File: config.mk
export PLATFORM = sky130hd
export DESIGN_NAME = multicycle_control
export DESIGN_NICKNAME = d
export VERILOG_FILES = /design/src/rtl/mips_ctrl_pkg.sv /design/src/rtl/ctrl_out_decode.sv /design/src/rtl/multicycle_control.sv
export SDC_FILE = /design/constraint.sdc
export NUM_CORES = 1
export LEC_CHECK = 0
export CAP_MARGIN = 20
export CORE_ASPECT_RATIO = 1.25
export CORE_MARGIN = 5
export CORE_UTILIZATION = 39
export DETAILED_ROUTE_END_ITERATION = 12
export PLACE_DENSITY_LB_ADDON = 0.2
export SLEW_MARGIN = 20
export SYNTH_ARGS = -nofsm -noshare
export SYNTH_HDL_FRONTEND = slang
export SYNTH_SLANG_ARGS = --single-unit
File: constraint.sdc
create_clock -name clk -period 1.6 [get_ports clk]
set_clock_uncertainty 0.2 [all_clocks]
set_input_delay 0.16 -clock clk [delete_from_list [all_inputs] [get_ports clk]]
set_output_delay 0.16 -clock clk [all_outputs]
set_load 0.005 [all_outputs]
File: src/rtl/mips_ctrl_pkg.sv
// Shared encodings for the multicycle MIPS control path:
// opcodes, FSM state codes, ALUOp codes and the control bundle.
package mips_ctrl_pkg;

    // Instruction opcodes (IR[31:26])
    localparam logic [5:0] OP_RTYPE = 6'b000000;
    localparam logic [5:0] OP_LW    = 6'b100011;
    localparam logic [5:0] OP_SW    = 6'b101011;
    localparam logic [5:0] OP_BEQ   = 6'b000100;
    localparam logic [5:0] OP_BNE   = 6'b000101;
    localparam logic [5:0] OP_ADDI  = 6'b001000;
    localparam logic [5:0] OP_J     = 6'b000010;

    // FSM state codes
    localparam logic [3:0] S_FETCH  = 4'd0;
    localparam logic [3:0] S_DECODE = 4'd1;
    localparam logic [3:0] S_MEMADR = 4'd2;
    localparam logic [3:0] S_MEMRD  = 4'd3;
    localparam logic [3:0] S_MEMWB  = 4'd4;
    localparam logic [3:0] S_MEMWR  = 4'd5;
    localparam logic [3:0] S_EXEC   = 4'd6;
    localparam logic [3:0] S_ALUWB  = 4'd7;
    localparam logic [3:0] S_BRANCH = 4'd8;
    localparam logic [3:0] S_ADDIEX = 4'd9;
    localparam logic [3:0] S_ADDIWB = 4'd10;
    localparam logic [3:0] S_JUMP   = 4'd11;

    // ALUOp codes for the ALU-control decoder
    localparam logic [1:0] ALUOP_ADD   = 2'b00;
    localparam logic [1:0] ALUOP_SUB   = 2'b01;
    localparam logic [1:0] ALUOP_FUNCT = 2'b10;

    // ALU B operand select
    localparam logic [1:0] SRCB_REG    = 2'b00;
    localparam logic [1:0] SRCB_FOUR   = 2'b01;
    localparam logic [1:0] SRCB_IMM    = 2'b10;
    localparam logic [1:0] SRCB_IMM_SH = 2'b11;

    // PC source select
    localparam logic [1:0] PCSRC_ALU    = 2'b00;
    localparam logic [1:0] PCSRC_ALUOUT = 2'b01;
    localparam logic [1:0] PCSRC_JUMP   = 2'b10;

    // Control bundle driven to the datapath
    typedef struct packed {
        logic       pc_write;
        logic       pc_write_cond;
        logic       branch_ne;
        logic       i_or_d;
        logic       mem_read;
        logic       mem_write;
        logic       ir_write;
        logic       mem_to_reg;
        logic       reg_dst;
        logic       reg_write;
        logic       alu_src_a;
        logic [1:0] alu_src_b;
        logic [1:0] alu_op;
        logic [1:0] pc_source;
        logic       instr_done;
        logic       illegal_op;
    } ctrl_t;

    // True for every opcode the FSM knows how to sequence
    function automatic logic op_supported(input logic [5:0] op);
        return (op == OP_RTYPE) || (op == OP_LW)  || (op == OP_SW) ||
               (op == OP_BEQ)   || (op == OP_BNE) || (op == OP_ADDI) ||
               (op == OP_J);
    endfunction

endpackage

File: src/rtl/ctrl_out_decode.sv
// Output decode for the multicycle control FSM: Moore outputs per
// state, plus the ready-dependent strobes of FETCH and MEMWR.
module ctrl_out_decode
    import mips_ctrl_pkg::*;
(
    input  logic [3:0] state,
    input  logic [5:0] op_q,
    input  logic [5:0] opcode,
    input  logic       rdy,
    output ctrl_t      ctrl
);

    // Map the current state to the datapath control bundle
    always_comb begin
        ctrl = '0;
        case (state)
            S_FETCH: begin
                ctrl.mem_read  = 1'b1;
                ctrl.alu_src_b = SRCB_FOUR;
                ctrl.pc_write  = rdy;
                ctrl.ir_write  = rdy;
            end
            S_DECODE: begin
                ctrl.alu_src_b  = SRCB_IMM_SH;
                ctrl.illegal_op = !op_supported(opcode);
            end
            S_MEMADR: begin
                ctrl.alu_src_a = 1'b1;
                ctrl.alu_src_b = SRCB_IMM;
            end
            S_MEMRD: begin
                ctrl.mem_read = 1'b1;
                ctrl.i_or_d   = 1'b1;
            end
            S_MEMWB: begin
                ctrl.reg_write  = 1'b1;
                ctrl.mem_to_reg = 1'b1;
                ctrl.instr_done = 1'b1;
            end
            S_MEMWR: begin
                ctrl.mem_write  = 1'b1;
                ctrl.i_or_d     = 1'b1;
                ctrl.instr_done = rdy;
            end
            S_EXEC: begin
                ctrl.alu_src_a = 1'b1;
                ctrl.alu_op    = ALUOP_FUNCT;
            end
            S_ALUWB: begin
                ctrl.reg_write  = 1'b1;
                ctrl.reg_dst    = 1'b1;
                ctrl.instr_done = 1'b1;
            end
            S_BRANCH: begin
                ctrl.alu_src_a     = 1'b1;
                ctrl.alu_op        = ALUOP_SUB;
                ctrl.pc_write_cond = 1'b1;
                ctrl.pc_source     = PCSRC_ALUOUT;
                ctrl.branch_ne     = (op_q == OP_BNE);
                ctrl.instr_done    = 1'b1;
            end
            S_ADDIEX: begin
                ctrl.alu_src_a = 1'b1;
                ctrl.alu_src_b = SRCB_IMM;
            end
            S_ADDIWB: begin
                ctrl.reg_write  = 1'b1;
                ctrl.instr_done = 1'b1;
            end
            S_JUMP: begin
                ctrl.pc_write   = 1'b1;
                ctrl.pc_source  = PCSRC_JUMP;
                ctrl.instr_done = 1'b1;
            end
            default: ctrl = '0;
        endcase
    end

endmodule

File: src/rtl/multicycle_control.sv
// Main control FSM for the multicycle MIPS datapath: state register,
// latched opcode and next-state sequencing per instruction class.
module multicycle_control
    import mips_ctrl_pkg::*;
#(
    parameter bit USE_MEM_READY = 1'b1
) (
    input  logic       clk,
    input  logic       reset,
    input  logic [5:0] opcode,
    input  logic       mem_ready,
    output logic       pc_write,
    output logic       pc_write_cond,
    output logic       branch_ne,
    output logic       i_or_d,
    output logic       mem_read,
    output logic       mem_write,
    output logic       ir_write,
    output logic       mem_to_reg,
    output logic       reg_dst,
    output logic       reg_write,
    output logic       alu_src_a,
    output logic [1:0] alu_src_b,
    output logic [1:0] alu_op,
    output logic [1:0] pc_source,
    output logic       instr_done,
    output logic       illegal_op,
    output logic [3:0] state
);

    logic [3:0] state_q;
    logic [3:0] state_next;
    logic [5:0] op_q;
    logic       rdy;
    ctrl_t      ctrl;

    // Reset masks ready so that no Mealy strobe fires while held in reset
    assign rdy = (mem_ready | ~USE_MEM_READY) & ~reset;

    // State register
    always_ff @(posedge clk or posedge reset) begin
        if (reset) begin
            state_q <= S_FETCH;
        end else begin
            state_q <= state_next;
        end
    end

    // Opcode is captured in DECODE; later states steer on this copy
    always_ff @(posedge clk or posedge reset) begin
        if (reset) begin
            op_q <= '0;
        end else if (state_q == S_DECODE) begin
            op_q <= opcode;
        end
    end

    // Next-state sequencing
    always_comb begin
        state_next = state_q;
        case (state_q)
            S_FETCH: begin
                if (rdy) state_next = S_DECODE;
            end
            S_DECODE: begin
                case (opcode)
                    OP_RTYPE:      state_next = S_EXEC;
                    OP_LW, OP_SW:  state_next = S_MEMADR;
                    OP_BEQ, OP_BNE: state_next = S_BRANCH;
                    OP_ADDI:       state_next = S_ADDIEX;
                    OP_J:          state_next = S_JUMP;
                    default:       state_next = S_FETCH;
                endcase
            end
            S_MEMADR: begin
                state_next = (op_q == OP_LW) ? S_MEMRD : S_MEMWR;
            end
            S_MEMRD: begin
                if (rdy) state_next = S_MEMWB;
            end
            S_MEMWB:  state_next = S_FETCH;
            S_MEMWR: begin
                if (rdy) state_next = S_FETCH;
            end
            S_EXEC:   state_next = S_ALUWB;
            S_ALUWB:  state_next = S_FETCH;
            S_BRANCH: state_next = S_FETCH;
            S_ADDIEX: state_next = S_ADDIWB;
            S_ADDIWB: state_next = S_FETCH;
            S_JUMP:   state_next = S_FETCH;
            default:  state_next = S_FETCH;
        endcase
    end

    ctrl_out_decode u_decode (
        .state  (state_q),
        .op_q   (op_q),
        .opcode (opcode),
        .rdy    (rdy),
        .ctrl   (ctrl)
    );

    assign pc_write      = ctrl.pc_write;
    assign pc_write_cond = ctrl.pc_write_cond;
    assign branch_ne     = ctrl.branch_ne;
    assign i_or_d        = ctrl.i_or_d;
    assign mem_read      = ctrl.mem_read;
    assign mem_write     = ctrl.mem_write;
    assign ir_write      = ctrl.ir_write;
    assign mem_to_reg    = ctrl.mem_to_reg;
    assign reg_dst       = ctrl.reg_dst;
    assign reg_write     = ctrl.reg_write;
    assign alu_src_a     = ctrl.alu_src_a;
    assign alu_src_b     = ctrl.alu_src_b;
    assign alu_op        = ctrl.alu_op;
    assign pc_source     = ctrl.pc_source;
    assign instr_done    = ctrl.instr_done;
    assign illegal_op    = ctrl.illegal_op;
    assign state         = state_q;

endmodule

==> summary.md <==
| Metric | Value |
|---|---|
| Clk buf depth | `2` |
| Post-synth net total | `108` |
| Syn Std Cell Area | `842 µm²` |
| Max FO, Critical Path | `8` |
| Post-route setup TNS | `-5.16 ns` |
| Vias in the first global route | `1229` |
| GRT Overall Usage | `0.243` |
| Num rows | `18` |
| PortBufs | `31` |
| First-pass GRT wire length | `5660 µm` |
| Layout area overhead | `113%` |
| Mapped Cells | `99` |
| Placer Congestion | `0.907` |
| Global route total overflow | `0` |
| Startpoint Class | `register` |
| DP HPWL | `2220 µm` |
| Antenna violations before repair | `0` |
| Iter 0 DRT Violations | `58` |
| Synth Warn # | `0` |
| Number of flops mapped to enable cells by yosys | `0` |
| Tcrit/Tclk final | `1.27` |
| Die Footprint | `3190 µm²` |
| CTS tree | `built` |
| Worst vdd ir | `0.907 mV` |
| TritonCTS Sinks | `10` |
| F_max | `493 MHz` |
| Average cell area after synthesis | `8.51 µm²` |
| Max-slew headroom | `0.711` |
| Min Tclk post-route | `2.03 ns` |
| Failing checks | `setup timing` |
| Post-synth ARST share | `1.00` |
| Max-slew violations | `0` |
| RSZ-0062 raised after global routing | `yes` |
| Final hold viol count | `0` |
| Worst Setup End Kind | `primary output` |
| CTS root buf | `clkbuf_4` |
| Largest net degree at the start of global routing | `11` |
| Initial Util | `0.415` |
| Number of max-cap violations | `0` |
| Final ANT Viol Nets | `0` |
| Most used DFF post-synth | `dfrtp_1` |
| Final cell count without fillers | `203` |
| Num ports | `32` |
| Critical path class | `reg -> out` |
| Type of the most critical hold path | `reg -> reg` |
| Post-layout util | `0.886` |
| Worst path arrival time | `1.67 ns` |
| Die width | `51.6 µm` |
| Post-DP Area | `1380 µm²` |
| Share of cells above drive strength 1 | `0.678` |
| Nets@finish | `193` |
| DRC viols | `0` |
| Clock latency at the later pin of the worst-skew pair | `0.29 ns` |
| Core ar. | `2030 µm²` |
| Critical Path RT | `1.24 ns` |
| Sequential element share of the synthesized area | `0.297` |
| Via-per-instance ratio | `6.00` |
| TritonCTS buffer count | `3` |
| Die height | `62.0 µm` |
| Antenna Cells | `0` |
| #FFs+latches synth | `10` |
| Worst slew pin tran | `0.427 ns` |
| Final setup fails | `30` |
| Vias | `1217` |
| Design Area, Final | `1800 µm²` |
| Total wire length | `4140 µm` |
| TritonRoute pass-1 iters | `4` |
| Routed len/inst | `20.4 µm` |
| CTS HTree Levels | `1` |
| Fin worst setup slack | `-0.429 ns` |
| CTS clk-pin slew, worst paths | `0.09 ns` |
| Placed cell count | `174` |
| Distinct cells, synth | `39` |
| Lkg Pwr | `0.875 nW` |
| Power per cell area | `1250 nW/µm²` |
| Status | `finished with violations` |
worst max-delay path, stage by stage (launching register included):
cell	delay (ns)
dfrtp_2	0.47
buf_6	0.14
buf_6	0.12
buf_8	0.13
o21ai_2	0.07
o21ai_1	0.09
a21oi_1	0.19
buf_2	0.16
flip-flops by register name, indices dropped and copies added (netlist names):
name	cells
op_q	6
state	4
cell type report:
type	instances	area, µm²
clock buffers	4	36.3
flip-flops and latches	10	254
well taps	20	25.0
repair buffers	90	758
multi-input cells	75	704
inverters	4	17.5
fillers	94	231
placed cells by master, fill, tap and decap left out, drive strengths merged, types with 2 or more instances in the layout:
cell	instances
nand3	2
dlygate4sd2	2
a31oi	2
nor4b	2
nor3	10
a21oi	6
nor2	9
o31ai	3
o21ai	5
nor2b	2
dfrtp	10
buf	75
nor3b	2
mux2	6
clkbuf	7
clkdlybuf4s50	8
inv	4
nand2b	3
nor4	3
nand2	5
layer usage:
metal,track usage,part of all wire,vias to the layer above
met4,0.139,0.049,0
met2,0.484,0.55,64
li1,-,-,535
met3,0.0382,0.051,21
met5,0,0,-
met1,0.237,0.35,597
final timing paths:
| check | startpoint | endpoint | slack [ns] | cells after the start |
|---|---|---|---|---|
| worst max-delay path | state[2] | instr_done | -0.43 | 7 |
| worst min-delay path | op_q[0] | op_q[0] | 0.34 | 1 |
| worst max register to register | state[2] | state[0] | -0.28 | 8 |
| worst min register to register | op_q[0] | op_q[0] | 0.34 | 1 |
| max in group asynchronous | reset | state[1] | 0.30 | 3 |
| min in group asynchronous | reset | state[2] | 0.56 | 3 |
stage by stage:
step	setup WS (ns)	hold slack [ns]	total power, mW
6_report	-0.429	0.340	2.25
5_1_grt	-0.453	0.361	2.35
4_1_cts	-0.311	0.337	2.00
3_5_place_dp	-0.519	0.299	1.47
3_3_place_gp	-0.455	0.290	1.43
2_1_floorplan	-0.0358	-0.200	0.929
cell families after synthesis:
kind of cell / count (synthesis) / synth area share
and+or+nand+nor: 41 / 0.296
AOI/OAI and AO/OA: 26 / 0.215
buffers and inverters: 14 / 0.0891
DFF: 10 / 0.297
muxes: 7 / 0.0921
xor gates and xnor gates: 1 / 0.0104
power breakdown:
| part | leakage [nW] | internal [mW] | total (mW) | switching, mW |
|---|---|---|---|---|
| Sequential | 0.119 | 0.355 | 0.459 | 0.104 |
| Clock | 0.0210 | 0.139 | 0.251 | 0.113 |
| Combinational | 0.735 | 0.875 | 1.54 | 0.663 |
| Total | 0.875 | 1.37 | 2.25 | 0.879 |
Yosys cell counts (2+ instances only):
master / n / area, µm²
dfrtp_1: 10 / 250
nor2_1: 9 / 33.8
nor3_1: 8 / 40.0
a21oi_1: 6 / 30.0
mux2_2: 6 / 67.6
buf_2: 5 / 25.0
nand2_1: 5 / 18.8
o21ai_0: 5 / 25.0
inv_1: 4 / 15.0
nor4_1: 3 / 18.8
o31ai_1: 3 / 22.5
a31oi_1: 2 / 12.5
buf_4: 2 / 15.0
nand2b_4: 2 / 27.5
nand3_1: 2 / 10.0
nor2b_1: 2 / 12.5
nor3b_1: 2 / 15.0
nor4b_1: 2 / 17.5
timing repair:
| item | 4_1_cts | 5_1_grt |
|---|---|---|
| pin swaps | 13 | 11 |
| gates resized for setup | 113 | 44 |
| endpoints found under the hold margin | 4 | 0 |
| setup endpoints to repair | 30 | 31 |
| buffers inserted | 19 | 8 |
| hold buffers | 1 | 0 |
| gates cloned | 0 | 0 |
No activity file was read; power rests on OpenSTA's default activity.
